==> config.mk <==
export PLATFORM = sky130hd
export DESIGN_NAME = trace_buffer_sched
export DESIGN_NICKNAME = d
export VERILOG_FILES = /design/src/rtl/trace_buffer_sched.sv
export SDC_FILE = /design/constraint.sdc
export NUM_CORES = 1
export LEC_CHECK = 0
export ABC_AREA = 1
export ABC_CLOCK_PERIOD_IN_PS = 5700
export CAP_MARGIN = 40
export CORE_AREA = 2 2 113 87
export DETAILED_ROUTE_END_ITERATION = 6
export DIE_AREA = 0 0 115 89
export PLACE_DENSITY = 0.93
export SYNTH_ARGS = -nofsm -noshare
export SYNTH_HDL_FRONTEND = slang
export SYNTH_SLANG_ARGS = --single-unit
==> constraint.sdc <==
create_clock -name clk -period 5.7 [get_ports clk]
set_input_delay 0.57 -clock clk [delete_from_list [all_inputs] [get_ports clk]]
set_output_delay 0.57 -clock clk [all_outputs]
set_load 0.03 [all_outputs]
==> src/rtl/trace_buffer_sched.sv <==
// Arbitrates the single trace_buffer port between the display read path and
// queued ray-tracer column results; tracks per-frame completion and overrun.
module trace_buffer_sched #(
    parameter int COLUMNS       = 640,
    parameter int SCREEN_HEIGHT = 480,
    parameter int FIFO_DEPTH    = 4
) (
    input  logic       clk,
    input  logic       reset,
    input  logic [9:0] h,
    input  logic [9:0] v,
    input  logic       visible,
    output logic       trace_start,
    input  logic       req_valid,
    output logic       req_ready,
    input  logic [9:0] req_column,
    input  logic [7:0] req_height,
    input  logic       req_side,
    output logic [9:0] mem_addr,
    output logic [8:0] mem_wdata,
    input  logic [8:0] mem_rdata,
    output logic       mem_cs,
    output logic       mem_we,
    output logic       mem_oe,
    output logic [7:0] disp_height,
    output logic       disp_side,
    output logic       frame_done,
    output logic       overrun
);

    localparam int PW = (FIFO_DEPTH > 1) ? $clog2(FIFO_DEPTH) : 1;
    localparam int CW = PW + 1;
    localparam logic [CW-1:0] DEPTH_C   = CW'(FIFO_DEPTH);
    localparam logic [9:0]    COL_MAX   = 10'(COLUMNS);
    localparam logic [9:0]    COL_LAST  = 10'(COLUMNS - 1);
    localparam logic [9:0]    FS_LINE   = 10'(SCREEN_HEIGHT);

    typedef enum logic [1:0] {
        ST_IDLE    = 2'd0,
        ST_TRACING = 2'd1,
        ST_DONE    = 2'd2
    } state_e;

    // Queue entry layout: {column[9:0], side, height[7:0]} so the low 9 bits are the write data.
    logic [18:0]   fifo_mem_q [FIFO_DEPTH];
    logic [PW-1:0] wr_ptr_q, wr_ptr_d;
    logic [PW-1:0] rd_ptr_q, rd_ptr_d;
    logic [CW-1:0] fifo_cnt_q, fifo_cnt_d;

    state_e     state_q, state_d;
    logic [9:0] col_cnt_q, col_cnt_d;
    logic       overrun_q, overrun_d;
    logic       trace_start_q;
    logic [7:0] disp_height_q;
    logic       disp_side_q;

    logic        fifo_full_s;
    logic        fifo_empty_s;
    logic        push_s;
    logic        pop_s;
    logic [18:0] head_s;
    logic [9:0]  head_col_s;
    logic        head_in_range_s;
    logic        wr_s;
    logic        frame_start_s;
    logic        completing_s;
    logic        frame_done_s;

    assign fifo_full_s     = (fifo_cnt_q == DEPTH_C);
    assign fifo_empty_s    = (fifo_cnt_q == {CW{1'b0}});
    assign push_s          = req_valid && !fifo_full_s;
    assign pop_s           = !visible && !fifo_empty_s;
    assign head_s          = fifo_mem_q[rd_ptr_q];
    assign head_col_s      = head_s[18:9];
    assign head_in_range_s = (head_col_s < COL_MAX);
    assign wr_s            = pop_s && head_in_range_s;
    assign frame_start_s   = (v == FS_LINE) && (h == 10'd0);
    assign completing_s    = wr_s && (col_cnt_q == COL_LAST);

    assign req_ready   = !fifo_full_s;
    assign trace_start = trace_start_q;
    assign disp_height = disp_height_q;
    assign disp_side   = disp_side_q;
    assign overrun     = overrun_q;
    assign frame_done  = frame_done_s;

    // FIFO pointer and occupancy next-state
    always_comb begin
        wr_ptr_d   = wr_ptr_q;
        rd_ptr_d   = rd_ptr_q;
        fifo_cnt_d = fifo_cnt_q;
        if (push_s) begin
            wr_ptr_d = wr_ptr_q + PW'(1);
        end else begin
            wr_ptr_d = wr_ptr_q;
        end
        if (pop_s) begin
            rd_ptr_d = rd_ptr_q + PW'(1);
        end else begin
            rd_ptr_d = rd_ptr_q;
        end
        case ({push_s, pop_s})
            2'b10:   fifo_cnt_d = fifo_cnt_q + CW'(1);
            2'b01:   fifo_cnt_d = fifo_cnt_q - CW'(1);
            default: fifo_cnt_d = fifo_cnt_q;
        endcase
    end

    // FIFO storage and pointers
    always_ff @(posedge clk or negedge reset) begin
        if (!reset) begin
            for (int i = 0; i < FIFO_DEPTH; i++) begin
                fifo_mem_q[i] <= 19'd0;
            end
            wr_ptr_q   <= {PW{1'b0}};
            rd_ptr_q   <= {PW{1'b0}};
            fifo_cnt_q <= {CW{1'b0}};
        end else begin
            if (push_s) begin
                fifo_mem_q[wr_ptr_q] <= {req_column, req_side, req_height};
            end
            wr_ptr_q   <= wr_ptr_d;
            rd_ptr_q   <= rd_ptr_d;
            fifo_cnt_q <= fifo_cnt_d;
        end
    end

    // Frame FSM state register, column count and sticky overrun
    always_ff @(posedge clk or negedge reset) begin
        if (!reset) begin
            state_q   <= ST_IDLE;
            col_cnt_q <= 10'd0;
            overrun_q <= 1'b0;
        end else begin
            state_q   <= state_d;
            col_cnt_q <= col_cnt_d;
            overrun_q <= overrun_d;
        end
    end

    // Frame FSM next-state; a completing write beats a coincident frame start for overrun
    always_comb begin
        state_d   = state_q;
        col_cnt_d = col_cnt_q;
        overrun_d = overrun_q;
        case (state_q)
            ST_IDLE: begin
                if (frame_start_s) begin
                    state_d   = ST_TRACING;
                    col_cnt_d = 10'd0;
                end else begin
                    state_d   = ST_IDLE;
                end
            end
            ST_TRACING: begin
                if (completing_s) begin
                    if (frame_start_s) begin
                        state_d   = ST_TRACING;
                        col_cnt_d = 10'd0;
                    end else begin
                        state_d   = ST_DONE;
                        col_cnt_d = COL_MAX;
                    end
                end else if (frame_start_s) begin
                    overrun_d = 1'b1;
                    col_cnt_d = 10'd0;
                end else if (wr_s && (col_cnt_q < COL_MAX)) begin
                    col_cnt_d = col_cnt_q + 10'd1;
                end else begin
                    col_cnt_d = col_cnt_q;
                end
            end
            ST_DONE: begin
                if (frame_start_s) begin
                    state_d   = ST_TRACING;
                    col_cnt_d = 10'd0;
                end else begin
                    state_d   = ST_DONE;
                end
            end
            default: begin
                state_d   = ST_IDLE;
                col_cnt_d = 10'd0;
            end
        endcase
    end

    // Frame FSM outputs
    always_comb begin
        frame_done_s = 1'b0;
        case (state_q)
            ST_TRACING: frame_done_s = completing_s;
            default:    frame_done_s = 1'b0;
        endcase
    end

    // Memory port: display reads win while visible, otherwise drain one queued result
    always_comb begin
        mem_cs    = 1'b1;
        mem_we    = 1'b0;
        mem_oe    = 1'b0;
        mem_addr  = 10'd0;
        mem_wdata = 9'd0;
        if (visible) begin
            mem_oe   = 1'b1;
            mem_addr = h;
        end else if (!fifo_empty_s) begin
            mem_addr  = head_col_s;
            mem_wdata = head_s[8:0];
            mem_we    = head_in_range_s;
        end else begin
            mem_we = 1'b0;
        end
    end

    // Display data capture and trace-start pulse
    always_ff @(posedge clk or negedge reset) begin
        if (!reset) begin
            disp_height_q <= 8'd0;
            disp_side_q   <= 1'b0;
            trace_start_q <= 1'b0;
        end else begin
            if (visible) begin
                disp_height_q <= mem_rdata[7:0];
                disp_side_q   <= mem_rdata[8];
            end else begin
                disp_height_q <= 8'd0;
                disp_side_q   <= 1'b0;
            end
            trace_start_q <= frame_start_s;
        end
    end

endmodule
==> results of run 1 <==
[synthesized netlist by cell type]
master,count
buf_4,3
a21oi_1,11
nor3_1,12
fa_1,1
xor2_1,8
o21bai_1,1
buf_2,8
nor2_2,1
nand3_1,29
clkbuf_1,21
clkbuf_2,1
nor2_1,72
o21ai_0,112
conb_1,1
nand3b_1,1
dfrtp_1,106
nand2_2,4
xnor2_1,5
nand2_1,155
a22o_1,1
ha_1,10
nand4_1,6
o21ai_1,8
buf_6,2
o22ai_1,9
and2_4,1
inv_1,61
inv_2,2
[worst max-delay path by stage]
stage,to,depth (start not counted)
5_1_grt,frame_done,8
6_report,frame_done,8
2_1_floorplan,fifo_cnt_q[2],8
4_1_cts,frame_done,8
3_3_place_gp,mem_we,6
3_5_place_dp,mem_we,6
[layout make-up]
| cell class | instances | area, µm² |
|---|---|---|
| flip-flops and latches | 106 | 2650 |
| fillers | 610 | 2570 |
| multi-input cells | 448 | 2130 |
| repair buffers | 92 | 981 |
| inverters | 63 | 236 |
| clock buffers | 9 | 225 |
| well taps | 112 | 140 |
| clock inverters | 7 | 68.8 |
[power by group through the flow]
stage                     combinational [mW]  sequential (mW)  clock (mW)
final                                   1.37             1.22       0.619
after global routing                    1.50             1.24       0.653
after CTS                               1.35             1.21       0.621
after detailed placement                1.31             1.21           0
after global placement                  1.19             1.19           0
after floorplan                        0.890             1.15           0
[stage by stage]
stage / area, µm² / worst slack (ps) / hold slack [ps] / std cells
3_3_place_gp: 6030 / 2300 / 460 / 817
4_1_cts: 6440 / 1990 / 259 / 837
2_1_floorplan: 5190 / 3480 / 274 / 652
3_5_place_dp: 6140 / 2220 / 461 / 821
6_report: 6440 / 1900 / 235 / 837
5_1_grt: 6440 / 1810 / 281 / 837
[flip-flops by register name, indices dropped and copies added (netlist names)]
signal	flops
fifo_mem_q	76
col_cnt_q	10
disp_height	8
fifo_cnt_q	3
rd_ptr_q	2
state_q	2
wr_ptr_q	2
disp_side	1
overrun	1
trace_start	1
[routing by layer]
layer,up-vias,track usage
li1,2228,-
met1,2324,0.371
met2,285,0.492
met3,56,0.0603
met4,0,0.135
met5,-,0
[cell families after synthesis]
family,after synthesis,share of synthesized area
buf+inv,98,0.0781
xor+xnor,13,0.0219
flops,106,0.511
simple gates,281,0.220
fa+ha+maj,11,0.0280
compound gates,142,0.140
other cells,1,0.000722
==> summary.txt, run 1 <==
Post-synthesis average cell area -> 7.96 µm²
Reg-to-reg endpoint -> col_cnt_q[5]
Most common cell after layout, fill and taps aside -> nand2_1
Die area -> 10200 µm²
Max Used Layer -> met4
Setup Crit Path Kind -> flip-flop to output port
Drt first pass iters -> 6
WP data required -> 5130 ps
Total GRT Usage -> 0.293
CP max FO -> 20
Share of layout cells above drive strength 1 -> 0.0441
CP bufs+invs -> 2
Chip width -> 115 µm
Initial antenna violation count -> 0
Area grow syn2layout -> 24.0%
Commonest cells after routing, fill and taps aside -> 155 x nand2_1, 112 x o21ai_0, 106 x dfrtp_1
CP cell instances -> inv_1 -> nand3_1 -> nand2_1 -> nand2_1 -> nand2_2 -> nand3_1 -> nor2_1 -> clkdlybuf4s50_1
Min Tclk post-route -> 3800 ps
Worst Setup SP -> rd_ptr_q[1]
Skew-Pair Late Insertion Delay -> 360 ps
Initial Utilization -> 0.576
DRT Wirelength -> 14000 µm
Antenna-violating nets left -> 0
Reg2reg setup slack -> 2840 ps
Endpoint class of the critical path -> output port
Max-Cap Viols -> 0
R2r worst-path depth -> 11
Sw Pwr -> 1.35 mW
Vias per cell -> 5.85
Slowest-stage cell, CP -> inv_1
Switching part of the total power -> 0.422
RSZ-0062 raised after global routing -> no
Seq/Total Area, Yosys -> 0.511
Pins Over Slew Limit -> 0
Yosys warning total -> 0
Root Buffer -> clkbuf_16
F_max -> 263 MHz
Finish-stage setup viols -> 0
Post-Syn Area -> 5190 µm²
Grt ovf -> 0
Routed vias -> 4893
Sequential Power Share -> 0.380
Met1 WL -> 5640 µm
Routed wl met2 -> 6760 µm
Max VDD drop -> 0.000333 V
Die H -> 89 µm
Wire length per cell -> 16.7 µm
Pwr dens -> 497 nW/µm²
Post_cts resized -> 0
# IOs -> 87
# DRC -> 0
Post-synth cell types -> 28
Number of global-route vias before repair -> 4901
Setup TNS -> 0 ps
Crit path arrival time -> 3230 ps
Synth area leader -> dfrtp_1
Yosys reg bits -> 106
CTS tree -> built
Final Hold Vio Count -> 0
Combinational share of power -> 0.427
Cells after Synth -> 652
Status -> finished, final reports clean
Nets -> 783
Worst Hold Class -> primary input to asynchronous set/reset pin
Skew final -> 11.4 ps
Setup bufs post-CTS -> 0
Internal -> 1.85 mW
Num CTS Buffers -> 9
Largest net degree at the start of global routing -> 57
First-pass GRT wire length -> 23300 µm
Initial DRC count -> 526
CTS Buffer Depth -> 2
DP HPWL -> 9020 µm
Total Power -> 3.20 mW
H-tree depth -> 3
Leading post-synthesis cells by cell area -> dfrtp_1 51%, nand2_1 11%, o21ai_0 11%
Reg2reg start -> rd_ptr_q[1]
Max stage delay on crit path -> 720 ps
Max-slew headroom -> 0.465
Gpl congestion -> 0.910
TritonCTS Sinks -> 106
Post-synth net total -> 715
Antenna cells -> 0
CP startpoint kind -> flip-flop
Period utilisation layout -> 0.667
Clock transition at path regs -> 80 ps
Met3 wire length -> 1140 µm
# rows -> 30
IO Port Bufs -> 85
Clock share of power -> 0.193
Core area -> 9010 µm²
Hold Buf Count CTS -> 0
Cell family with most CP delay -> buffers and inverters
Final core utilization -> 0.715
Post-synth top area share -> 0.511
Leak -> 3.05 nW
Worst Max-Slew Pin Slew -> 802 ps
No activity file was read; power rests on OpenSTA's default activity.
==> inputs of run 2 (changes only) <==
--- a/config.mk
+++ b/config.mk
@@ -6,12 +6,12 @@
 export NUM_CORES = 1
 export LEC_CHECK = 0
 export ABC_AREA = 1
-export ABC_CLOCK_PERIOD_IN_PS = 5700
+export ABC_CLOCK_PERIOD_IN_PS = 3800
 export CAP_MARGIN = 40
-export CORE_AREA = 2 2 113 87
+export CORE_AREA = 2 2 118 91
 export DETAILED_ROUTE_END_ITERATION = 6
-export DIE_AREA = 0 0 115 89
-export PLACE_DENSITY = 0.93
+export DIE_AREA = 0 0 120 93
+export PLACE_DENSITY = 0.86
 export SYNTH_ARGS = -nofsm -noshare
 export SYNTH_HDL_FRONTEND = slang
 export SYNTH_SLANG_ARGS = --single-unit
==> constraint.sdc (replaced) <==
create_clock -name clk -period 3.8 [get_ports clk]
set_input_delay 0.38 -clock clk [delete_from_list [all_inputs] [get_ports clk]]
set_output_delay 0.38 -clock clk [all_outputs]
set_load 0.03 [all_outputs]
==> run 2 against run 1 <==
  * Via count down 3.8%
  * Clock skew down 2.1 ps
  * First-iteration DRC count is 8.9% lower
  * Highest routed layer unchanged
  * Total power is 46% higher
  * Worst setup slack lost 1500 ps
  * Worst hold slack lost 190 ps
  * Count of clock-buffer cells in the layout is the same
==> summary.txt, run 2 (synthesis gave the netlist of run 1 again) <==
# DRC -> 0 (unchanged)
Period utilisation layout -> 0.897
Largest register FFs -> 76 (unchanged)
Pwr dens -> 723 nW/µm² (was 497 nW/µm²)
Largest net degree at the start of global routing -> 47 (was 57)
Initial DRC count -> 479 (was 526)
Skew final -> 9.30 ps (was 11.4 ps)
Drt first pass iters -> 5 (was 6)
Die H -> 93 µm (was 89 µm)
Commonest cells after routing, fill and taps aside -> 155 x nand2_1, 112 x o21ai_0, 106 x dfrtp_1 (unchanged)
Most used cell, CP -> nand3_1
Leak -> 3.04 nW (was 3.05 nW)
Setup TNS -> 0 ps (unchanged)
Die area -> 11200 µm² (was 10200 µm²)
Non-filler cells, final -> 863 (was 837)
CP startpoint kind -> flip-flop (unchanged)
DRT Wirelength -> 13300 µm (was 14000 µm)
Slowest-stage cell, CP -> clkdlybuf4s50_1 (was inv_1)
F_max -> 293 MHz
Max stage delay on crit path -> 680 ps (was 720 ps)
Max-Cap Viols -> 0 (unchanged)
Area grow syn2layout -> 24.5% (was 24.0%)
Worst Hold Class -> primary input to asynchronous set/reset pin (unchanged)
Worst Max-Slew Pin Slew -> 723 ps (was 802 ps)
Endpoint class of the critical path -> output port (unchanged)
Crit path arrival time -> 3030 ps (was 3230 ps)
CP max FO -> 20 (unchanged)
CTS tree -> built (unchanged)
Final Hold Vio Count -> 0 (unchanged)
Chip width -> 120 µm (was 115 µm)
Biggest register -> fifo_mem_q (unchanged)
Wire length per cell -> 15.5 µm (was 16.7 µm)
Share of layout cells above drive strength 1 -> 0.0468 (was 0.0441)
RSZ-0062 raised after global routing -> no (unchanged)
Total GRT Usage -> 0.256 (was 0.293)
Design area -> 6460 µm² (was 6440 µm²)
Post_cts resized -> 0 (unchanged)
CTS Buffer Depth -> 2 (unchanged)
Clock transition at path regs -> 80 ps (about the same)
Root Buffer -> clkbuf_16 (unchanged)
Routed vias -> 4706 (was 4893)
Gpl congestion -> 0.861 (was 0.910)
H-tree depth -> 3 (unchanged)
Core area -> 10000 µm² (was 9010 µm²)
Num CTS Buffers -> 9 (unchanged)
# rows -> 32 (was 30)
IO Port Bufs -> 85 (unchanged)
CP bufs+invs -> 2 (unchanged)
Most common cell after layout, fill and taps aside -> nand2_1 (unchanged)
Setup bufs post-CTS -> 0 (unchanged)
Total Power -> 4.67 mW (was 3.20 mW)
Finish-stage setup viols -> 0 (unchanged)
Nets -> 785 (was 783)
DP Area -> 6160 µm² (was 6140 µm²)
CP cell instances -> inv_1 -> nand3_1 -> and2_4 -> nand2_2 -> nand3_1 -> nor2_1 -> clkdlybuf4s50_1 (was inv_1 -> nand3_1 -> nand2_1 -> nand2_1 -> nand2_2 -> nand3_1 -> nor2_1 -> clkdlybuf4s50_1)
Initial antenna violation count -> 0 (unchanged)
DP HPWL -> 9090 µm (was 9020 µm)
Pins Over Slew Limit -> 0 (unchanged)
Setup Crit Path Kind -> flip-flop to output port (unchanged)
WP data required -> 3420 ps (was 5130 ps)
Status -> finished, final reports clean (unchanged)
Max-slew headroom -> 0.518 (was 0.465)
Vias per cell -> 5.45 (was 5.85)
Antenna-violating nets left -> 0 (unchanged)
Cell family with most CP delay -> buffers and inverters (unchanged)
Grt ovf -> 0 (unchanged)
Number of global-route vias before repair -> 4695 (was 4901)
Pre-CTS setup slack -> 779 ps (was 2220 ps)
Post-Place Cells -> 847 (was 821)
Hold Buf Count CTS -> 0 (unchanged)
Skew-Pair Late Insertion Delay -> 350 ps (was 360 ps)
Initial Utilization -> 0.517 (was 0.576)
Antenna cells -> 0 (unchanged)
First-pass GRT wire length -> 22800 µm (was 23300 µm)
Max VDD drop -> 0.000374 V (was 0.000333 V)
Final setup margin -> 391 ps (was 1900 ps)
# IOs -> 87 (unchanged)
Min Tclk post-route -> 3410 ps
TritonCTS Sinks -> 106 (unchanged)
[run 2: stage by stage]
step                hold WS (ps)   util
floorplan                   84.4      -
global placement             415  0.605
detailed placement           426  0.613
CTS                         53.4  0.643
global route                83.7  0.643
finish                      46.1  0.643
[run 2: layout make-up]
type	count	area [µm²]
clock buffer	9	225
clock inverter	7	72.6
fill	795	3590
inverter	63	236
multi-input combinational	448	2130
sequential	106	2650
tap	136	170
timing repair buffer	94	971
[run 2: routing by layer]
layer | global-route usage | routed length [µm] | vias to the layer above
met5 | 0 | 0 | -
met4 | 0.100 | 312 | 0
met3 | 0.0445 | 923 | 31
met2 | 0.434 | 6500 | 210
met1 | 0.331 | 5600 | 2236
li1 | - | - | 2229
[run 2: worst register-to-register path: stages, from the launching register on]
cell and delay, ps:
dfrtp_1 810, inv_1 540, nand3_1 220, nand2_1 80, nand2_1 100, nand2_2 70
nand3_1 90, nand2_2 80, nand2_2 210, nand2_2 200, nand2_1 140, nand2_1 50
[run 2: where the power goes]
group	total [mW]	internal, mW	switching (mW)
logic	1.95	0.747	1.20
registers	1.80	1.54	0.260
clock network	0.916	0.464	0.452
[run 2: worst paths after layout]
kind	cells past startpoint	slack [ps]	startpoint	to
min	1	50	reset	fifo_mem_q[35]
min reg2reg	1	480	overrun	overrun
max reg2reg	11	1100	rd_ptr_q[1]	col_cnt_q[4]
min in group clk	1	480	overrun	overrun
max	7	390	rd_ptr_q[1]	frame_done
max in group asynchronous	2	2910	reset	fifo_mem_q[20]
